==> src/rtl/vend_pkg.sv <==
// Shared types and coin values for the multi-item vending controller.
package vend_pkg;

    typedef enum logic [1:0] {
        IDLE,
        CREDIT,
        VEND,
        CHANGE
    } vend_state_t;

    localparam int COIN50_U  = 1;
    localparam int COIN100_U = 2;

endpackage

==> src/rtl/vend_ctrl_multi_if.sv <==
// Front-end/actuator bundle for vend_ctrl_multi; master = coin/keypad side, slave = controller.
// Stock ports (sold_out, restock_valid, restock_item) exist only when VEND_STOCK_EN is defined.
interface vend_ctrl_multi_if #(
    parameter int NUM_ITEMS = 4,
    parameter int CREDIT_W  = 4
);
    localparam int IW = $clog2(NUM_ITEMS);

    logic                fifty_in;
    logic                hundred_in;
    logic                sel_valid;
    logic [IW-1:0]       sel_item;
    logic                cancel;
    logic                dispense_ready;
    logic                drop_out;
    logic [IW-1:0]       drop_item;
    logic                change_out;
    logic                coin_reject;
    logic [CREDIT_W-1:0] credit;
    logic                busy;
`ifdef VEND_STOCK_EN
    logic [NUM_ITEMS-1:0] sold_out;
    logic                 restock_valid;
    logic [IW-1:0]        restock_item;

    modport master (
        output fifty_in, hundred_in, sel_valid, sel_item, cancel, dispense_ready,
               restock_valid, restock_item,
        input  drop_out, drop_item, change_out, coin_reject, credit, busy, sold_out
    );
    modport slave (
        input  fifty_in, hundred_in, sel_valid, sel_item, cancel, dispense_ready,
               restock_valid, restock_item,
        output drop_out, drop_item, change_out, coin_reject, credit, busy, sold_out
    );
`else
    modport master (
        output fifty_in, hundred_in, sel_valid, sel_item, cancel, dispense_ready,
        input  drop_out, drop_item, change_out, coin_reject, credit, busy
    );
    modport slave (
        input  fifty_in, hundred_in, sel_valid, sel_item, cancel, dispense_ready,
        output drop_out, drop_item, change_out, coin_reject, credit, busy
    );
`endif

endinterface

==> src/rtl/vend_stock_table.sv <==
// Per-item stock counters: decrement on dispense handshake, reload to STOCK_INIT on restock.
// sold_out is decoded from the registered counters, so it changes the cycle after the event.
module vend_stock_table #(
    parameter int NUM_ITEMS  = 4,
    parameter int STOCK_INIT = 15
) (
    input  logic                         clk,
    input  logic                         rstout,
    input  logic                         dec,
    input  logic [$clog2(NUM_ITEMS)-1:0] dec_item,
    input  logic                         reload,
    input  logic [$clog2(NUM_ITEMS)-1:0] reload_item,
    output logic [NUM_ITEMS-1:0]         sold_out
);
    localparam int SW = $clog2(STOCK_INIT + 1);
    localparam logic [SW-1:0] INIT = SW'(STOCK_INIT);

    logic [SW-1:0] stock [NUM_ITEMS];

    always_ff @(posedge clk or posedge rstout) begin
        if (rstout) begin
            for (int i = 0; i < NUM_ITEMS; i++) stock[i] <= INIT;
        end else begin
            for (int i = 0; i < NUM_ITEMS; i++) begin
                if (reload && int'(reload_item) == i)
                    stock[i] <= INIT;
                else if (dec && int'(dec_item) == i && stock[i] != '0)
                    stock[i] <= stock[i] - 1'b1;
            end
        end
    end

    always_comb begin
        sold_out = '0;
        for (int i = 0; i < NUM_ITEMS; i++) sold_out[i] = (stock[i] == '0);
    end

endmodule

==> src/rtl/vend_ctrl_multi.sv <==
// Multi-item vending controller: coin credit, select/vend handshake, serial change; all outputs registered, 1-cycle latency.
// drop_out holds until dispense_ready; stock tracking and restock ports are added when VEND_STOCK_EN is defined.
module vend_ctrl_multi
    import vend_pkg::*;
#(
    parameter int NUM_ITEMS    = 4,
    parameter int PRICE_U      = 3,
    parameter int MAX_CREDIT_U = 6,
    parameter int CREDIT_W     = 4
`ifdef VEND_STOCK_EN
    ,
    parameter int STOCK_INIT   = 15
`endif
) (
    input  logic          clk,
    input  logic          rstout,
    vend_ctrl_multi_if.slave bus
);
    localparam int IW = $clog2(NUM_ITEMS);
    localparam logic [CREDIT_W-1:0] PRICE_C = CREDIT_W'(PRICE_U);
    localparam logic [CREDIT_W:0]   MAX_C   = (CREDIT_W + 1)'(MAX_CREDIT_U);
    localparam logic [CREDIT_W:0]   C50     = (CREDIT_W + 1)'(COIN50_U);
    localparam logic [CREDIT_W:0]   C100    = (CREDIT_W + 1)'(COIN100_U);

    vend_state_t         state, state_nx;
    logic [CREDIT_W-1:0] credit_q, credit_nx;
    logic                drop_q, drop_nx;
    logic [IW-1:0]       item_q, item_nx;
    logic                change_q, change_nx;
    logic                reject_q, reject_nx;
    logic                busy_q, busy_nx;

    logic                coin_any;
    logic                coin_fits;
    logic [CREDIT_W:0]   coin_sum;
    logic                in_stock;
    logic                sel_ok;
    logic                handshake;

    assign handshake = (state == VEND) && drop_q && bus.dispense_ready;

`ifdef VEND_STOCK_EN
    logic [NUM_ITEMS-1:0] sold_out;

    vend_stock_table #(
        .NUM_ITEMS  (NUM_ITEMS),
        .STOCK_INIT (STOCK_INIT)
    ) u_stock (
        .clk         (clk),
        .rstout      (rstout),
        .dec         (handshake),
        .dec_item    (item_q),
        .reload      ((state == IDLE) && bus.restock_valid),
        .reload_item (bus.restock_item),
        .sold_out    (sold_out)
    );

    assign bus.sold_out = sold_out;
    assign in_stock     = !sold_out[bus.sel_item];
`else
    assign in_stock = 1'b1;
`endif

    always_comb begin
        coin_any  = bus.fifty_in | bus.hundred_in;
        coin_sum  = {1'b0, credit_q} + (bus.hundred_in ? C100 : C50);
        // two coins in one cycle cannot be valued reliably, so both bounce
        coin_fits = !(bus.fifty_in & bus.hundred_in) && (coin_sum <= MAX_C);
        sel_ok    = bus.sel_valid && (credit_q >= PRICE_C) &&
                    (int'(bus.sel_item) < NUM_ITEMS) && in_stock;
    end

    always_comb begin
        state_nx  = state;
        credit_nx = credit_q;
        drop_nx   = drop_q;
        item_nx   = item_q;
        change_nx = 1'b0;
        reject_nx = 1'b0;

        case (state)
            IDLE: begin
                if (coin_any) begin
                    if (coin_fits) begin
                        credit_nx = coin_sum[CREDIT_W-1:0];
                        state_nx  = CREDIT;
                    end else begin
                        reject_nx = 1'b1;
                    end
                end
            end
            CREDIT: begin
                if (bus.cancel) begin
                    reject_nx = coin_any;
                    change_nx = 1'b1;
                    state_nx  = CHANGE;
                end else if (bus.sel_valid) begin
                    reject_nx = coin_any;
                    if (sel_ok) begin
                        item_nx  = bus.sel_item;
                        drop_nx  = 1'b1;
                        state_nx = VEND;
                    end
                end else if (coin_any) begin
                    if (coin_fits) credit_nx = coin_sum[CREDIT_W-1:0];
                    else           reject_nx = 1'b1;
                end
            end
            VEND: begin
                reject_nx = coin_any;
                if (handshake) begin
                    drop_nx   = 1'b0;
                    credit_nx = credit_q - PRICE_C;
                    if (credit_nx != '0) begin
                        change_nx = 1'b1;
                        state_nx  = CHANGE;
                    end else begin
                        state_nx  = IDLE;
                    end
                end
            end
            CHANGE: begin
                reject_nx = coin_any;
                if (credit_q == '0) begin
                    state_nx = IDLE;
                end else begin
                    // change_out mirrors the unit being paid out this cycle
                    credit_nx = credit_q - 1'b1;
                    if (credit_nx == '0) state_nx = IDLE;
                    else                 change_nx = 1'b1;
                end
            end
            default: state_nx = IDLE;
        endcase

        busy_nx = (state_nx == VEND) || (state_nx == CHANGE);
    end

    always_ff @(posedge clk or posedge rstout) begin
        if (rstout) begin
            state    <= IDLE;
            credit_q <= '0;
            drop_q   <= 1'b0;
            item_q   <= '0;
            change_q <= 1'b0;
            reject_q <= 1'b0;
            busy_q   <= 1'b0;
        end else begin
            state    <= state_nx;
            credit_q <= credit_nx;
            drop_q   <= drop_nx;
            item_q   <= item_nx;
            change_q <= change_nx;
            reject_q <= reject_nx;
            busy_q   <= busy_nx;
        end
    end

    assign bus.drop_out    = drop_q;
    assign bus.drop_item   = item_q;
    assign bus.change_out  = change_q;
    assign bus.coin_reject = reject_q;
    assign bus.credit      = credit_q;
    assign bus.busy        = busy_q;

endmodule

==> src/flat_wrapper.sv <==
// flat-port wrapper written by rule: the top's interface ports become plain ports
module vend_ctrl_multi_flat import vend_pkg::*;
#(
    parameter int NUM_ITEMS    = 4,
    parameter int PRICE_U      = 3,
    parameter int MAX_CREDIT_U = 6,
    parameter int CREDIT_W     = 4

)
  (clk, rstout, bus_fifty_in, bus_hundred_in, bus_sel_valid, bus_sel_item, bus_cancel, bus_dispense_ready, bus_drop_out, bus_drop_item, bus_change_out, bus_coin_reject, bus_credit, bus_busy);
  vend_ctrl_multi_if #(.NUM_ITEMS(NUM_ITEMS), .CREDIT_W(CREDIT_W)) bus_i ();
  input  logic clk;
  input  logic rstout;
  input wire logic [$bits(bus_i.fifty_in)-1:0] bus_fifty_in;
  input wire logic [$bits(bus_i.hundred_in)-1:0] bus_hundred_in;
  input wire logic [$bits(bus_i.sel_valid)-1:0] bus_sel_valid;
  input wire logic [$bits(bus_i.sel_item)-1:0] bus_sel_item;
  input wire logic [$bits(bus_i.cancel)-1:0] bus_cancel;
  input wire logic [$bits(bus_i.dispense_ready)-1:0] bus_dispense_ready;
  output wire logic [$bits(bus_i.drop_out)-1:0] bus_drop_out;
  output wire logic [$bits(bus_i.drop_item)-1:0] bus_drop_item;
  output wire logic [$bits(bus_i.change_out)-1:0] bus_change_out;
  output wire logic [$bits(bus_i.coin_reject)-1:0] bus_coin_reject;
  output wire logic [$bits(bus_i.credit)-1:0] bus_credit;
  output wire logic [$bits(bus_i.busy)-1:0] bus_busy;
  assign bus_i.fifty_in = bus_fifty_in;
  assign bus_i.hundred_in = bus_hundred_in;
  assign bus_i.sel_valid = bus_sel_valid;
  assign bus_i.sel_item = bus_sel_item;
  assign bus_i.cancel = bus_cancel;
  assign bus_i.dispense_ready = bus_dispense_ready;
  assign bus_drop_out = bus_i.drop_out;
  assign bus_drop_item = bus_i.drop_item;
  assign bus_change_out = bus_i.change_out;
  assign bus_coin_reject = bus_i.coin_reject;
  assign bus_credit = bus_i.credit;
  assign bus_busy = bus_i.busy;
  vend_ctrl_multi #(.NUM_ITEMS(NUM_ITEMS), .PRICE_U(PRICE_U), .MAX_CREDIT_U(MAX_CREDIT_U), .CREDIT_W(CREDIT_W)) u_core (.clk(clk), .rstout(rstout), .bus(bus_i));
endmodule
==> config.mk <==
export PLATFORM = sky130hd
export DESIGN_NAME = vend_ctrl_multi_flat
export DESIGN_NICKNAME = d
export VERILOG_FILES = /design/src/rtl/vend_pkg.sv /design/src/rtl/vend_ctrl_multi_if.sv /design/src/rtl/vend_stock_table.sv /design/src/rtl/vend_ctrl_multi.sv /design/src/flat_wrapper.sv
export SDC_FILE = /design/constraint.sdc
export NUM_CORES = 1
export LEC_CHECK = 0
export ABC_AREA = 0
export CORE_ASPECT_RATIO = 1.75
export CORE_UTILIZATION = 35
export DETAILED_ROUTE_END_ITERATION = 10
export PLACE_DENSITY_LB_ADDON = 0.08
export SYNTH_ARGS = -nofsm -noshare
export SYNTH_HDL_FRONTEND = slang
export SYNTH_SLANG_ARGS = --single-unit
==> constraint.sdc <==
create_clock -name clk -period 2.7 [get_ports clk]
set_input_delay 0.54 -clock clk [delete_from_list [all_inputs] [get_ports clk]]
set_output_delay 0.54 -clock clk [all_outputs]
set_load 0.05 [all_outputs]
==> flow_summary.yaml <==
worst_setup_path:
  path_class: "input port to flop"
  cp-start-kind: "input port"
  r2r_slack_ns: 0.45
  rr_endpoint: "u_core.bus.credit[3]"
  required_ns: 2.83
  endpoint_kind: "flop"
  path_delay_family: "simple AND/OR/NAND/NOR gates"
  crit_fanout: 5
  arrival_ns: 2.72
  cp_slowest_stage_delay_ns: 0.47
  timing.rr.start: "u_core.bus.credit[1]"
  slowest_stage: "clkdlybuf4s50_1"
  path_buf_inv: 2
  r2r_cells: 6
  crit_chain: "clkdlybuf4s50_1 -> inv_1 -> ha_1 -> fa_2 -> a32oi_1 -> o31ai_1 -> or2_1 -> or4_1 -> o311ai_1"
routing:
  wl_um: 2176
  drtIter0Drc: 14
  ant_nets: 0
  route.vias.total: 849
  wl_per_cell_um: 14.60
  via_per_inst: 5.698
  drt_pass1_iterations: 3
  post-route-drc-count: 0
floorplanning:
  io_pins: 19
  die_h_um: 69.63
  core_area_um2: 2492
  rows: 24
  start_util_pct: 36.70
  die_area_um2: 2830
  die_w_um: 40.64
timing:
  slew_headroom_pct: 66.49
  fin_crit_ns: 2.595
  hold_violations: 0
  timing.final.max_slew_violations: 0
  finalSetupViolations: 0
  finalSetupTns_ns: 0
  tightest_slew_ns: 0.5011
  finClkSkew_ns: 0.0007556
  fin_crit_sh_pct: 96.12
  rsz0062_at_grt: "no"
  max_freq_ghz: 0.3853
cells_and_area:
  nets: 139
  diodes: 0
  fillers: 255
  final_layout_size_suffix_gt1_share_pct: 15.45
  post-route-cell-area_um2: 1194
  fin_cells: 149
  syn2layout_area_growth_pct: 30.51
synthesis:
  synthMuxAreaShare_pct: 4.788
  seq_area_frac_synth_pct: 32.83
  synth_top_family_by_area: "compound AO/OA/AOI/OAI gates"
  synth-edff-count: 0
  ys.flop_type: "dfrtp_1"
  yosys_warnings: 0
  synth-async-reset-ratio_pct: 100.0
  synthAdderAreaFrac_pct: 9.029
  ys_types: 44
  synth-simple-area-share_pct: 19.02
  netlist_instances: 100
  synth_most_common_cell: "dfrtp_1"
  syn_nets: 115
  synth_top_cell_by_area: "dfrtp_1"
  synth_top_area_share_pct: 32.83
  synthTopCellsByCount: "dfrtp_1 (12), nand2_1 (11), inv_1 (8)"
  synth_area_leaders: "dfrtp_1 (33%), ha_1 (6.8%), nand2_1 (4.5%)"
  netlist_area_um2: 914.6
  synth_xor_area_share_pct: 2.873
  synth_compound_area_share_pct: 24.62
  syn_avg_cell_area_um2: 9.146
  ys_seq_elements: 12
grt:
  grt_max_degree: 14
  grt_pass1_wl_um: 3512
  overflow: 0
  grt_pass1_vias: 794
  antenna_found_initial: 0
  track_usage_pct: 17.57
hold_path:
  hold_depth: 1
  hold_class: "flop to flop"
  min_to: "u_core.bus.drop_item[0]"
  hold_start: "u_core.bus.drop_item[0]"
cts:
  cts_max_level: 1
  tritoncts: "done"
  path_clk_slew_ns: 0.05
  clock-root-buffer: "clkbuf_8"
  cts_buffers: 3
  insertion_delay_ns: 0.23
  cts_setup_buffers: 0
  cts.path.max_buffers: 2
  cts_sinks: 12
outcome:
  outcome: "finished clean"
place:
  placed_area_um2: 1136
  place.gp.congestion: 0.8663
  portBuffers: 18
  hpwl_um: 1644
  dp.cells: 145
pwr:
  peakVddDrop_v: 0.0006347
  leakage_uw: 0.0005045
  p_per_area_nw_per_um2: 1445
run:
  drv_cap: 0
==> worst reg2reg max path, delay by kind of cell (launching register included) <==
kind / cells / cell delay [ns]
compound gates: 3 / 0.77
fa+ha+maj: 1 / 0.23
buf+inv: 1 / 0.17
flops: 1 / 0.53
simple gates: 1 / 0.41
==> flip-flops by register name, summed over array words and instances, names as in the netlist <==
signal	flops
u_core.bus.busy	1
u_core.bus.change_out	1
u_core.bus.coin_reject	1
u_core.bus.credit	4
u_core.bus.drop_item	2
u_core.bus.drop_out	1
u_core.state	2
==> metrics by stage <==
stage | setup WS, ns | utilization, % | power [µW] | hold WS [ns]
detailed placement | -0.2103 | 45.58 | 1527 | 0.4938
floorplan | 0.1536 | - | 1214 | 0.4047
finish | 0.1046 | 47.89 | 1725 | 0.5021
global route | 0.01947 | 47.89 | 1863 | 0.5301
CTS | 0.04902 | 47.79 | 1727 | 0.5049
global placement | -0.1178 | 45.58 | 1522 | 0.4866
==> cell families after synthesis <==
group	Yosys count
xor+xnor	3
buf+inv	13
flops	12
compound gates	30
simple gates	32
mux	4
fa+ha+maj	6
==> how the worst max path moves through the flow <==
stage                    startpoint                   end  slack, ns  cells after the start
4_1_cts              bus_hundred_in  u_core.bus.credit[0]       0.05                      9
3_5_place_dp         bus_hundred_in  u_core.bus.credit[0]      -0.21                      9
6_report             bus_hundred_in  u_core.bus.credit[0]       0.10                      9
2_1_floorplan  u_core.bus.credit[0]  u_core.bus.credit[0]       0.15                      7
5_1_grt              bus_hundred_in  u_core.bus.credit[0]       0.02                      9
3_3_place_gp         bus_hundred_in  u_core.bus.credit[0]      -0.12                      9
==> cell usage in the layout, fill, tap and decap left out, drive strengths merged <==
cell	instances
clkdlybuf4s50	18
dfrtp	12
nand2	11
inv	9
a21oi	6
o21ai	5
ha	5
buf	5
clkbuf	4
a22oi	4
nor2	3
mux2	3
or4	3
nand3	3
nor2b	2
or3	2
xnor2	2
o31ai	2
nor4	2
o2111ai	2
o211ai	2
or3b	1
a21boi	1
or2b	1
o2bb2ai	1
a32oi	1
or2	1
a21o	1
a22o	1
nor3	1
nand3b	1
o21bai	1
a211o	1
a31oi	1
o311ai	1
mux2i	1
nand4	1
xor2	1
fa	1
==> where the power goes <==
group	switching [µW]	total, µW	internal, µW
sequential	144	410	266
clock	61.5	190	128
combinational	668	1130	457
total	874	1720	851
==> per-layer routing <==
metal  track usage, %  wire [µm]
met2            27.69       1120
met1            20.82        923
met4            10.37         68
met5                0          0
met3            2.564         64
==> area by class of cell <==
class	count	area (µm²)	share of cell area, %
clock buffers	4	55.05	4.612
inverters	9	33.78	2.830
multi-input cells	75	554.3	46.44
flip-flops and latches	12	300.3	25.16
well taps	26	32.53	2.725
repair buffers	23	217.7	18.24
==> what timing repair did <==
item | CTS | global route
endpoints found under the setup margin | 0 | 2
resized for setup | 0 | 1
hold buffers | 0 | 0
No activity file was read; power rests on OpenSTA's default activity.
